==> src/rtl/pipe_ctrl.sv <==
// rtl/pipe_ctrl.sv - Y86-64 five-stage pipeline stall/bubble sequencing controller
module pipe_ctrl #(
    parameter int TIMEOUT = 16,
    parameter int CNT_W   = 32
) (
    input  logic             clk_i,
    input  logic             rst_i,
    input  logic [3:0]       D_icode_i,
    input  logic [3:0]       E_icode_i,
    input  logic [3:0]       M_icode_i,
    input  logic [3:0]       E_dstM_i,
    input  logic [3:0]       d_srcA_i,
    input  logic [3:0]       d_srcB_i,
    input  logic             e_Cnd_i,
    input  logic [3:0]       m_stat_i,
    input  logic [3:0]       W_stat_i,
    input  logic             dmem_req_i,
    input  logic             dmem_ready_i,
    output logic             F_stall_o,
    output logic             D_stall_o,
    output logic             E_stall_o,
    output logic             M_stall_o,
    output logic             W_stall_o,
    output logic             D_bubble_o,
    output logic             E_bubble_o,
    output logic             M_bubble_o,
    output logic             W_bubble_o,
    output logic             halted_o,
    output logic             mem_timeout_o,
    output logic [CNT_W-1:0] cycle_cnt_o,
    output logic [CNT_W-1:0] stall_cnt_o
);

    localparam logic [3:0] RNONE   = 4'hF;
    localparam logic [3:0] IMRMOVQ = 4'h5;
    localparam logic [3:0] IJXX    = 4'h7;
    localparam logic [3:0] IRET    = 4'h9;
    localparam logic [3:0] IPOPQ   = 4'hB;
    localparam logic [3:0] SAOK    = 4'h1;

    localparam int WC_W = $clog2(TIMEOUT) + 1;

    typedef enum logic [1:0] {
        RUN     = 2'd0,
        MEMWAIT = 2'd1,
        HALT    = 2'd2
    } state_t;

    state_t          state;
    state_t          state_next;
    logic [WC_W-1:0] wait_cnt;
    logic            force_rel;
    logic            halted;
    logic [CNT_W-1:0] cycle_cnt;
    logic [CNT_W-1:0] stall_cnt;

    logic load_use;
    logic ret_p;
    logic mispred;
    logic exc_m;
    logic exc_w;
    logic mem_wait;
    logic wait_last;

    assign load_use = ((E_icode_i == IMRMOVQ) || (E_icode_i == IPOPQ)) &&
                      (E_dstM_i != RNONE) &&
                      ((E_dstM_i == d_srcA_i) || (E_dstM_i == d_srcB_i));
    assign ret_p    = (D_icode_i == IRET) || (E_icode_i == IRET) || (M_icode_i == IRET);
    assign mispred  = (E_icode_i == IJXX) && !e_Cnd_i;
    assign exc_m    = (m_stat_i != SAOK);
    assign exc_w    = (W_stat_i != SAOK);
    // force_rel masks the request for exactly one cycle so the memory stage can retire it as SADR
    assign mem_wait = dmem_req_i && !dmem_ready_i && !force_rel;
    // wait_cnt counts every frozen cycle, so reaching TIMEOUT-1 means TIMEOUT cycles of freeze
    assign wait_last = (wait_cnt == WC_W'(TIMEOUT - 1));

    // Next-state and per-register stall/bubble decode; reset flushes the pipe with nops
    always_comb begin
        state_next = state;
        F_stall_o  = 1'b0;
        D_stall_o  = 1'b0;
        E_stall_o  = 1'b0;
        M_stall_o  = 1'b0;
        W_stall_o  = 1'b0;
        D_bubble_o = 1'b0;
        E_bubble_o = 1'b0;
        M_bubble_o = 1'b0;
        W_bubble_o = 1'b0;
        if (rst_i) begin
            D_bubble_o = 1'b1;
            E_bubble_o = 1'b1;
            M_bubble_o = 1'b1;
            W_bubble_o = 1'b1;
        end else begin
            case (state)
                HALT: begin
                    F_stall_o = 1'b1;
                    D_stall_o = 1'b1;
                    E_stall_o = 1'b1;
                    M_stall_o = 1'b1;
                    W_stall_o = 1'b1;
                end
                default: begin
                    if (mem_wait) begin
                        F_stall_o  = 1'b1;
                        D_stall_o  = 1'b1;
                        E_stall_o  = 1'b1;
                        M_stall_o  = 1'b1;
                        W_stall_o  = exc_w;
                        W_bubble_o = !exc_w;
                    end else begin
                        F_stall_o  = load_use || ret_p;
                        D_stall_o  = load_use;
                        D_bubble_o = mispred || (ret_p && !load_use);
                        E_bubble_o = mispred || load_use;
                        M_bubble_o = exc_m || exc_w;
                        W_stall_o  = exc_w;
                    end
                    if (exc_w) begin
                        state_next = HALT;
                    end else if (mem_wait) begin
                        state_next = MEMWAIT;
                    end else begin
                        state_next = RUN;
                    end
                end
            endcase
        end
    end

    // State register, wait timer, registered status flags and performance counters
    always_ff @(posedge clk_i) begin
        if (rst_i) begin
            state     <= RUN;
            wait_cnt  <= '0;
            force_rel <= 1'b0;
            halted    <= 1'b0;
            cycle_cnt <= '0;
            stall_cnt <= '0;
        end else begin
            state     <= state_next;
            halted    <= (state_next == HALT);
            force_rel <= (state == MEMWAIT) && mem_wait && !exc_w && wait_last;
            if (mem_wait && (state != HALT)) begin
                wait_cnt <= wait_cnt + WC_W'(1);
            end else begin
                wait_cnt <= '0;
            end
            if (state != HALT) begin
                cycle_cnt <= cycle_cnt + CNT_W'(1);
                if (F_stall_o) begin
                    stall_cnt <= stall_cnt + CNT_W'(1);
                end
            end
        end
    end

    assign halted_o      = halted;
    assign mem_timeout_o = force_rel;
    assign cycle_cnt_o   = cycle_cnt;
    assign stall_cnt_o   = stall_cnt;

endmodule

==> config.mk <==
export PLATFORM = sky130hd
export DESIGN_NAME = pipe_ctrl
export DESIGN_NICKNAME = d
export VERILOG_FILES = /design/src/rtl/pipe_ctrl.sv
export SDC_FILE = /design/constraint.sdc
export NUM_CORES = 1
export LEC_CHECK = 0
export ABC_CLOCK_PERIOD_IN_PS = 2150
export BUFFER_PORTS_ARGS = -buffer_cell sky130_fd_sc_hd__buf_2
export CELL_PAD_IN_SITES_DETAIL_PLACEMENT = 1
export CELL_PAD_IN_SITES_GLOBAL_PLACEMENT = 2
export CORE_UTILIZATION = 26
export DETAILED_ROUTE_END_ITERATION = 12
export GPL_ROUTABILITY_DRIVEN = 0
export PLACE_DENSITY_LB_ADDON = 0.1
export SLEW_MARGIN = 20
export SYNTH_ARGS = -nofsm -noshare
export SYNTH_HDL_FRONTEND = slang
export SYNTH_SLANG_ARGS = --single-unit
==> constraint.sdc <==
create_clock -name clk_i -period 2.15 [get_ports clk_i]
set_input_delay 0.43 -clock clk_i [delete_from_list [all_inputs] [get_ports clk_i]]
set_output_delay 0.43 -clock clk_i [all_outputs]
set_load 0.02 [all_outputs]
==> results_dict.tcl, run 1 <==
set metrics [dict create \
    synth_cells 430 \
    via_per_inst 4.70 \
    r2r_end "stall_cnt_o[20]" \
    async_reset_ff_share_pct 0 \
    vias 3682 \
    num_antenna_cells 0 \
    nets 645 \
    synth-compound-area-share_pct 10.6 \
    path_clk_slew_ns 0.06 \
    ios 112 \
    cts_made_buffers 9 \
    grt_max_degree 68 \
    drive_above_1_share_pct 37.0 \
    yosys.area_share.simple_pct 28.4 \
    drtAntennaViolNets 0 \
    die_area_um2 14400 \
    power_density_nw_per_um2 571 \
    reg2reg_from "stall_cnt_o[11]" \
    drt-wirelength-per-cell_um 14.7 \
    critPathLaunch "E_icode_i[3]" \
    worstSetupPathType "in -> out" \
    fin_crit_sh_pct 102 \
    grt_pass1_vias 3836 \
    placed_cells 760 \
    peakVddDrop_v 0.000320 \
    setup_tns_ns -0.127 \
    crit_end "D_bubble_o" \
    synth_edf_count 0 \
    skew_ns 0.00658 \
    layout-area-overhead-vs-synth_pct 45.6 \
    status "finished, violations left" \
    holdWs_ns 0.396 \
    n_fill_cell 1626 \
    worst_pin_slew_ns 0.489 \
    syn_nets 471 \
    clockBufferDepth 2 \
    die_w_um 120 \
    synth.cell_area_um2 3620 \
    required_ns 1.72 \
    wl_met2_um 5880 \
    place_ws_ns -0.689 \
    slew_headroom_pct 66.5 \
    setup_viol 3 \
    hold_viol 0 \
    clock-sinks 73 \
    rsz0062_at_grt "yes" \
    wirelength_um 11500 \
    drv_cap 0 \
    crit_path_end_kind "primary output" \
    synth_top_family_by_area "simple AND/OR/NAND/NOR gates" \
    hpwl_um 8760 \
    die_h_um 120 \
    ys_warn_count 0 \
    p_leak_nw 2.23 \
    grt_usage_pct 16.9 \
    tritoncts "yes" \
    max_freq_mhz 454 \
    ys_ff_latch 73 \
    final_cells 784 \
    violations "negative setup slack" \
    synth_mux_area_share_pct 1.21 \
    synth_ff_type "dfxtp_1" \
    min_path_type "in -> reg" \
    ys_types 46 \
    ctsHtreeMaxLevel 3 \
    synth_adder_area_share_pct 1.38 \
    grt_pass1_wl_um 19000 \
    crit_fanout 3 \
    drtIter0Drc 110 \
    cp-start-kind "input pin" \
    cts-root-buf "clkbuf_16" \
    clock_latency_ns 0.34 \
    core_um2 13400 \
    highest_layer "met4" \
    slew_viol_final 0 \
    antenna_found_initial 0 \
    regArea_um2 1460 \
    min_period_ns 2.20 \
    reg2reg_slack_ns 0.14 \
    ys_seq_area_share_pct 40.3 \
    r2r_cells 8 \
    postCtsHoldBufs 0 \
    synthXorXnorAreaFrac_pct 13.8 \
    fin_ws_ns -0.0514 \
    drc 0 \
    met3_length_um 548 \
    port-buffer-count 111 \
    start_util_pct 27.0 \
    first_pass_iters 4 \
    wl_met1_um 4990 \
    utilization_pct 39.3 \
    rows 42 \
    crit_arrival_ns 1.77 \
    multiInputGateArea_um2 2110 \
    overflow 0 \
    avgSynthCellArea_um2 8.42 \
]
-- cells by family (layout without fill, tap and decap cells) --
| family | after synthesis | in the layout |
|---|---|---|
| AO/OA/AOI/OAI | 52 | 52 |
| flip-flops | 73 | 73 |
| adder cells (fa/ha/maj) | 4 | 4 |
| multiplexers | 4 | 4 |
| buffers and inverters | 37 | 215 |
| XOR/XNOR | 57 | 57 |
| AND/OR/NAND/NOR | 203 | 203 |
-- flip-flops by register name, summed over array words and instances (netlist names) --
name,cells
mem_timeout_o,1
state,2
wait_cnt,5
halted_o,1
stall_cnt_o,32
cycle_cnt_o,32
-- synthesized netlist by cell type, types with 5 or more instances --
master	number	area (um^2)
a2111oi_0	7	61.3
a211oi_1	5	37.5
a21oi_1	18	90.1
a31o_2	5	43.8
and3_1	11	68.8
clkbuf_1	11	41.3
dfxtp_1	73	1460
inv_1	19	71.3
nand2_1	31	116
nand2b_1	6	37.5
nand3_1	14	70.1
nand4_1	22	138
nor2_1	73	274
nor3_1	10	50.1
nor4_1	5	31.3
nor4bb_1	5	50.1
o21ai_0	5	25.0
or3_1	7	43.8
xnor2_1	41	359
xor2_1	16	140
-- worst min path at each step --
stage	from	to	cells past startpoint
4_1_cts	W_stat_i[2]	state[0]	3
3_5_place_dp	wait_cnt[0]	wait_cnt[0]	1
6_report	W_stat_i[2]	state[0]	3
2_1_floorplan	wait_cnt[0]	wait_cnt[0]	1
3_3_place_gp	wait_cnt[0]	wait_cnt[0]	1
5_1_grt	W_stat_i[3]	state[0]	3
-- per-stage QoR --
step	cell area, um^2	total power [mW]
floorplan	3670	1.54
finish	5270	3.01
global placement	4850	1.66
CTS	5170	3.06
global route	5270	3.15
detailed placement	4850	1.67
-- report_power, final --
part	internal [mW]	leakage, nW	switching [mW]	total [mW]
Clock	0.767	0.131	0.583	1.35
Sequential	1.36	0.589	0.00908	1.37
Combinational	0.134	1.51	0.156	0.290
Total	2.26	2.23	0.748	3.01
-- per-layer routing --
metal	track usage [%]	vias up
li1	-	1845
met4	4.84	0
met5	0	-
met1	19.5	1759
met2	29.8	73
met3	5.13	5
-- worst max-delay path, cell delays in order --
cell	delay, ns
buf_6	0.09
or3b_1	0.37
a221o_1	0.41
and2_4	0.20
inv_2	0.07
o22ai_4	0.06
buf_6	0.14
-- area by class of cell --
class	count	area share [%]
Timing Repair Buffer	181	21.9
Multi-Input combinational cell	320	39.9
Clock buffer	9	4.27
Inverter	19	1.35
Sequential cell	73	27.7
Clock inverter	6	0.688
Tap cell	176	4.18
-- what timing repair did --
action                                 in CTS  in global routing
pin swaps                                   3                  5
endpoints found under the hold margin       0                  0
setup endpoints to repair                  31                 32
resized for setup                          12                 15
buffers inserted                            3                  8
gates cloned                                0                  0
-- placed cells by master, fill, tap and decap left out, types with 9 or more instances in the layout --
cell type / Yosys / layout
xnor2_1: 41 / 39
clkbuf_16: 0 / 9
nor3_1: 10 / 10
nand4_1: 22 / 22
nand2_1: 31 / 31
nor2_1: 73 / 70
buf_4: 1 / 68
nand3_1: 14 / 14
xor2_1: 16 / 15
a21oi_1: 18 / 16
buf_2: 4 / 105
and3_1: 11 / 11
dfxtp_1: 73 / 73
inv_1: 19 / 18
Power figures use the tool's default switching activity.
==> run 2, diff against run 1 <==
--- a/config.mk
+++ b/config.mk
@@ -13,6 +13,7 @@
 export DETAILED_ROUTE_END_ITERATION = 12
 export GPL_ROUTABILITY_DRIVEN = 0
 export PLACE_DENSITY_LB_ADDON = 0.1
+export SETUP_SLACK_MARGIN = 0.3
 export SLEW_MARGIN = 20
 export SYNTH_ARGS = -nofsm -noshare
 export SYNTH_HDL_FRONTEND = slang
==> run 2 against run 1 <==
  * The flow still finishes with violations (negative setup slack)
  * Maximum frequency down 6.3%
  * Critical path depth up 4
  * Combinational power up 18%
  * Routed wire length rose by 4.2%
  * Sequential power is essentially flat
  * Total power increased by 3.8%
  * Critical endpoint is now stall_cnt_o[8]
  * Final area grew 11%
  * Highest routed layer unchanged
  * Non-clock buffer count grew 18
  * Worst hold slack got worse by 0.022 ns
  * Clock power up 4%
==> results_dict.tcl, run 2 (same netlist as run 1, synthesis figures left out) <==
set metrics [dict create \
    status "finished, violations left" \
    drive_above_1_share_pct 46.1 \
    clock-sinks 73 \
    dpl-instance-area_um2 4790 \
    overflow 0 \
    worstPathCellList "buf_6, buf_6, or3b_1, a221o_1, buf_12, buf_12, a2111o_1, buf_4, buf_4, xor2_1, nor2_1" \
    whs_endpoint "state[0]" \
    min_from "W_stat_i[2]" \
    cp-start-kind "input pin" \
    die_h_um 120 \
    die_w_um 120 \
    hpwl_um 8440 \
    max_freq_mhz 426 \
    power_mw 3.13 \
    setup_tns_ns -1.44 \
    p_leak_nw 2.46 \
    path_clk_slew_ns 0.06 \
    slew_viol_final 0 \
    drtAntennaViolNets 0 \
    critPathLaunch "E_icode_i[3]" \
    mostFrequentLayoutCell "buf_2" \
    tritoncts "yes" \
    start_util_pct 27.0 \
    power_density_nw_per_um2 535 \
    cts-root-buf "clkbuf_16" \
    fin_ws_ns -0.198 \
    fin_crit_sh_pct 109 \
    drc 0 \
    port-buffer-count 111 \
    ios 112 \
    place_ws_ns -0.700 \
    hold_viol 0 \
    critPathMaxStageDelay_ns 0.51 \
    slew_headroom_pct 55.4 \
    required_ns 2.42 \
    r2r_end "stall_cnt_o[8]" \
    nets 663 \
    drtIter0Drc 90 \
    rsz0062_at_grt "yes" \
    crit_arrival_ns 2.62 \
    worstSetupPathType "in -> reg" \
    grt_pass1_wl_um 19300 \
    cpMaxStageDelayCell "a2111o_1" \
    first_pass_iters 4 \
    antenna_found_initial 0 \
    vias 3758 \
    min_period_ns 2.35 \
    crit_fanout 8 \
    postCtsHoldBufs 0 \
    via_per_inst 4.69 \
    grt_max_degree 37 \
    holdWs_ns 0.375 \
    peakVddDrop_v 0.000394 \
    violations "negative setup slack" \
    whs_path_depth 3 \
    grt_pass1_vias 3815 \
    clock_latency_ns 0.34 \
    finalInstanceArea_um2 5840 \
    drv_cap 0 \
    grt_usage_pct 17.1 \
    cts_made_buffers 9 \
    r2r_cells 7 \
    die_area_um2 14400 \
    reg2reg_slack_ns 0.04 \
    layout-area-overhead-vs-synth_pct 61.2 \
    layout_common_cells "buf_2 (101), buf_4 (78), nor2_1 (70), dfxtp_1 (62), xnor2_1 (36)" \
    crit_path_end_kind "register" \
    core_um2 13400 \
    ctsHtreeMaxLevel 3 \
    min_path_type "in -> reg" \
    worst_pin_slew_ns 0.669 \
    reg2reg_from "state[0]" \
    drt-wirelength-per-cell_um 15.0 \
    clockBufferDepth 2 \
    setup_viol 16 \
    rows 42 \
    num_antenna_cells 0 \
    skew_ns 0.00833 \
    wirelength_um 12000 \
]
==> run 2: repair_timing <==
item / in CTS / in global routing
setup endpoints to repair: 48 / 55
setup buffers: 8 / 29
pin swaps: 8 / 28
gates resized for setup: 51 / 59
==> run 2: final cells by class <==
| class | instances | area [um^2] |
|---|---|---|
| clock inverter | 3 | 17.5 |
| sequential | 73 | 1480 |
| fill | 1616 | 7560 |
| clock buffer | 11 | 253 |
| timing repair buffer | 199 | 1350 |
| multi-input combinational | 320 | 2440 |
| inverter | 19 | 73.8 |
| tap | 176 | 220 |
==> run 2: worst max-delay path, delay by kind of cell <==
kind	cells	cell delay (ns)
AO/OA/AOI/OAI	2	0.85
buffers and inverters	6	0.77
AND/OR/NAND/NOR	2	0.44
XOR/XNOR	1	0.13
==> run 2: metrics by stage <==
step,utilization [%],instances
final,43.6,801
after global routing,43.6,801
after CTS,39.7,772
after detailed placement,35.7,750
after global placement,35.7,750
after floorplan,-,430
==> run 2: worst max path at each step <==
| stage | slack, ns | cells past startpoint | end |
|---|---|---|---|
| after floorplan | -0.05 | 6 | F_stall_o |
| after global placement | -0.63 | 9 | stall_cnt_o[17] |
| after detailed placement | -0.70 | 9 | stall_cnt_o[17] |
| after CTS | -0.21 | 9 | D_bubble_o |
| after global routing | -0.24 | 11 | stall_cnt_o[8] |
| final | -0.20 | 11 | stall_cnt_o[8] |
==> run 2: where the power goes <==
part	switching, mW	internal (mW)
sequential	0.00999	1.36
combinational	0.177	0.164
clock	0.588	0.827
total	0.774	2.35
==> run 2: layer usage <==
| metal | track usage [%] | part of all wire [%] | vias up | wire [um] |
|---|---|---|---|---|
| li1 | - | - | 1881 | - |
| met1 | 20.1 | 44 | 1793 | 5290 |
| met2 | 29.4 | 50 | 67 | 6000 |
| met3 | 4.94 | 3.9 | 17 | 473 |
| met4 | 6.09 | 1.9 | 0 | 227 |
| met5 | 0 | 0 | - | 0 |
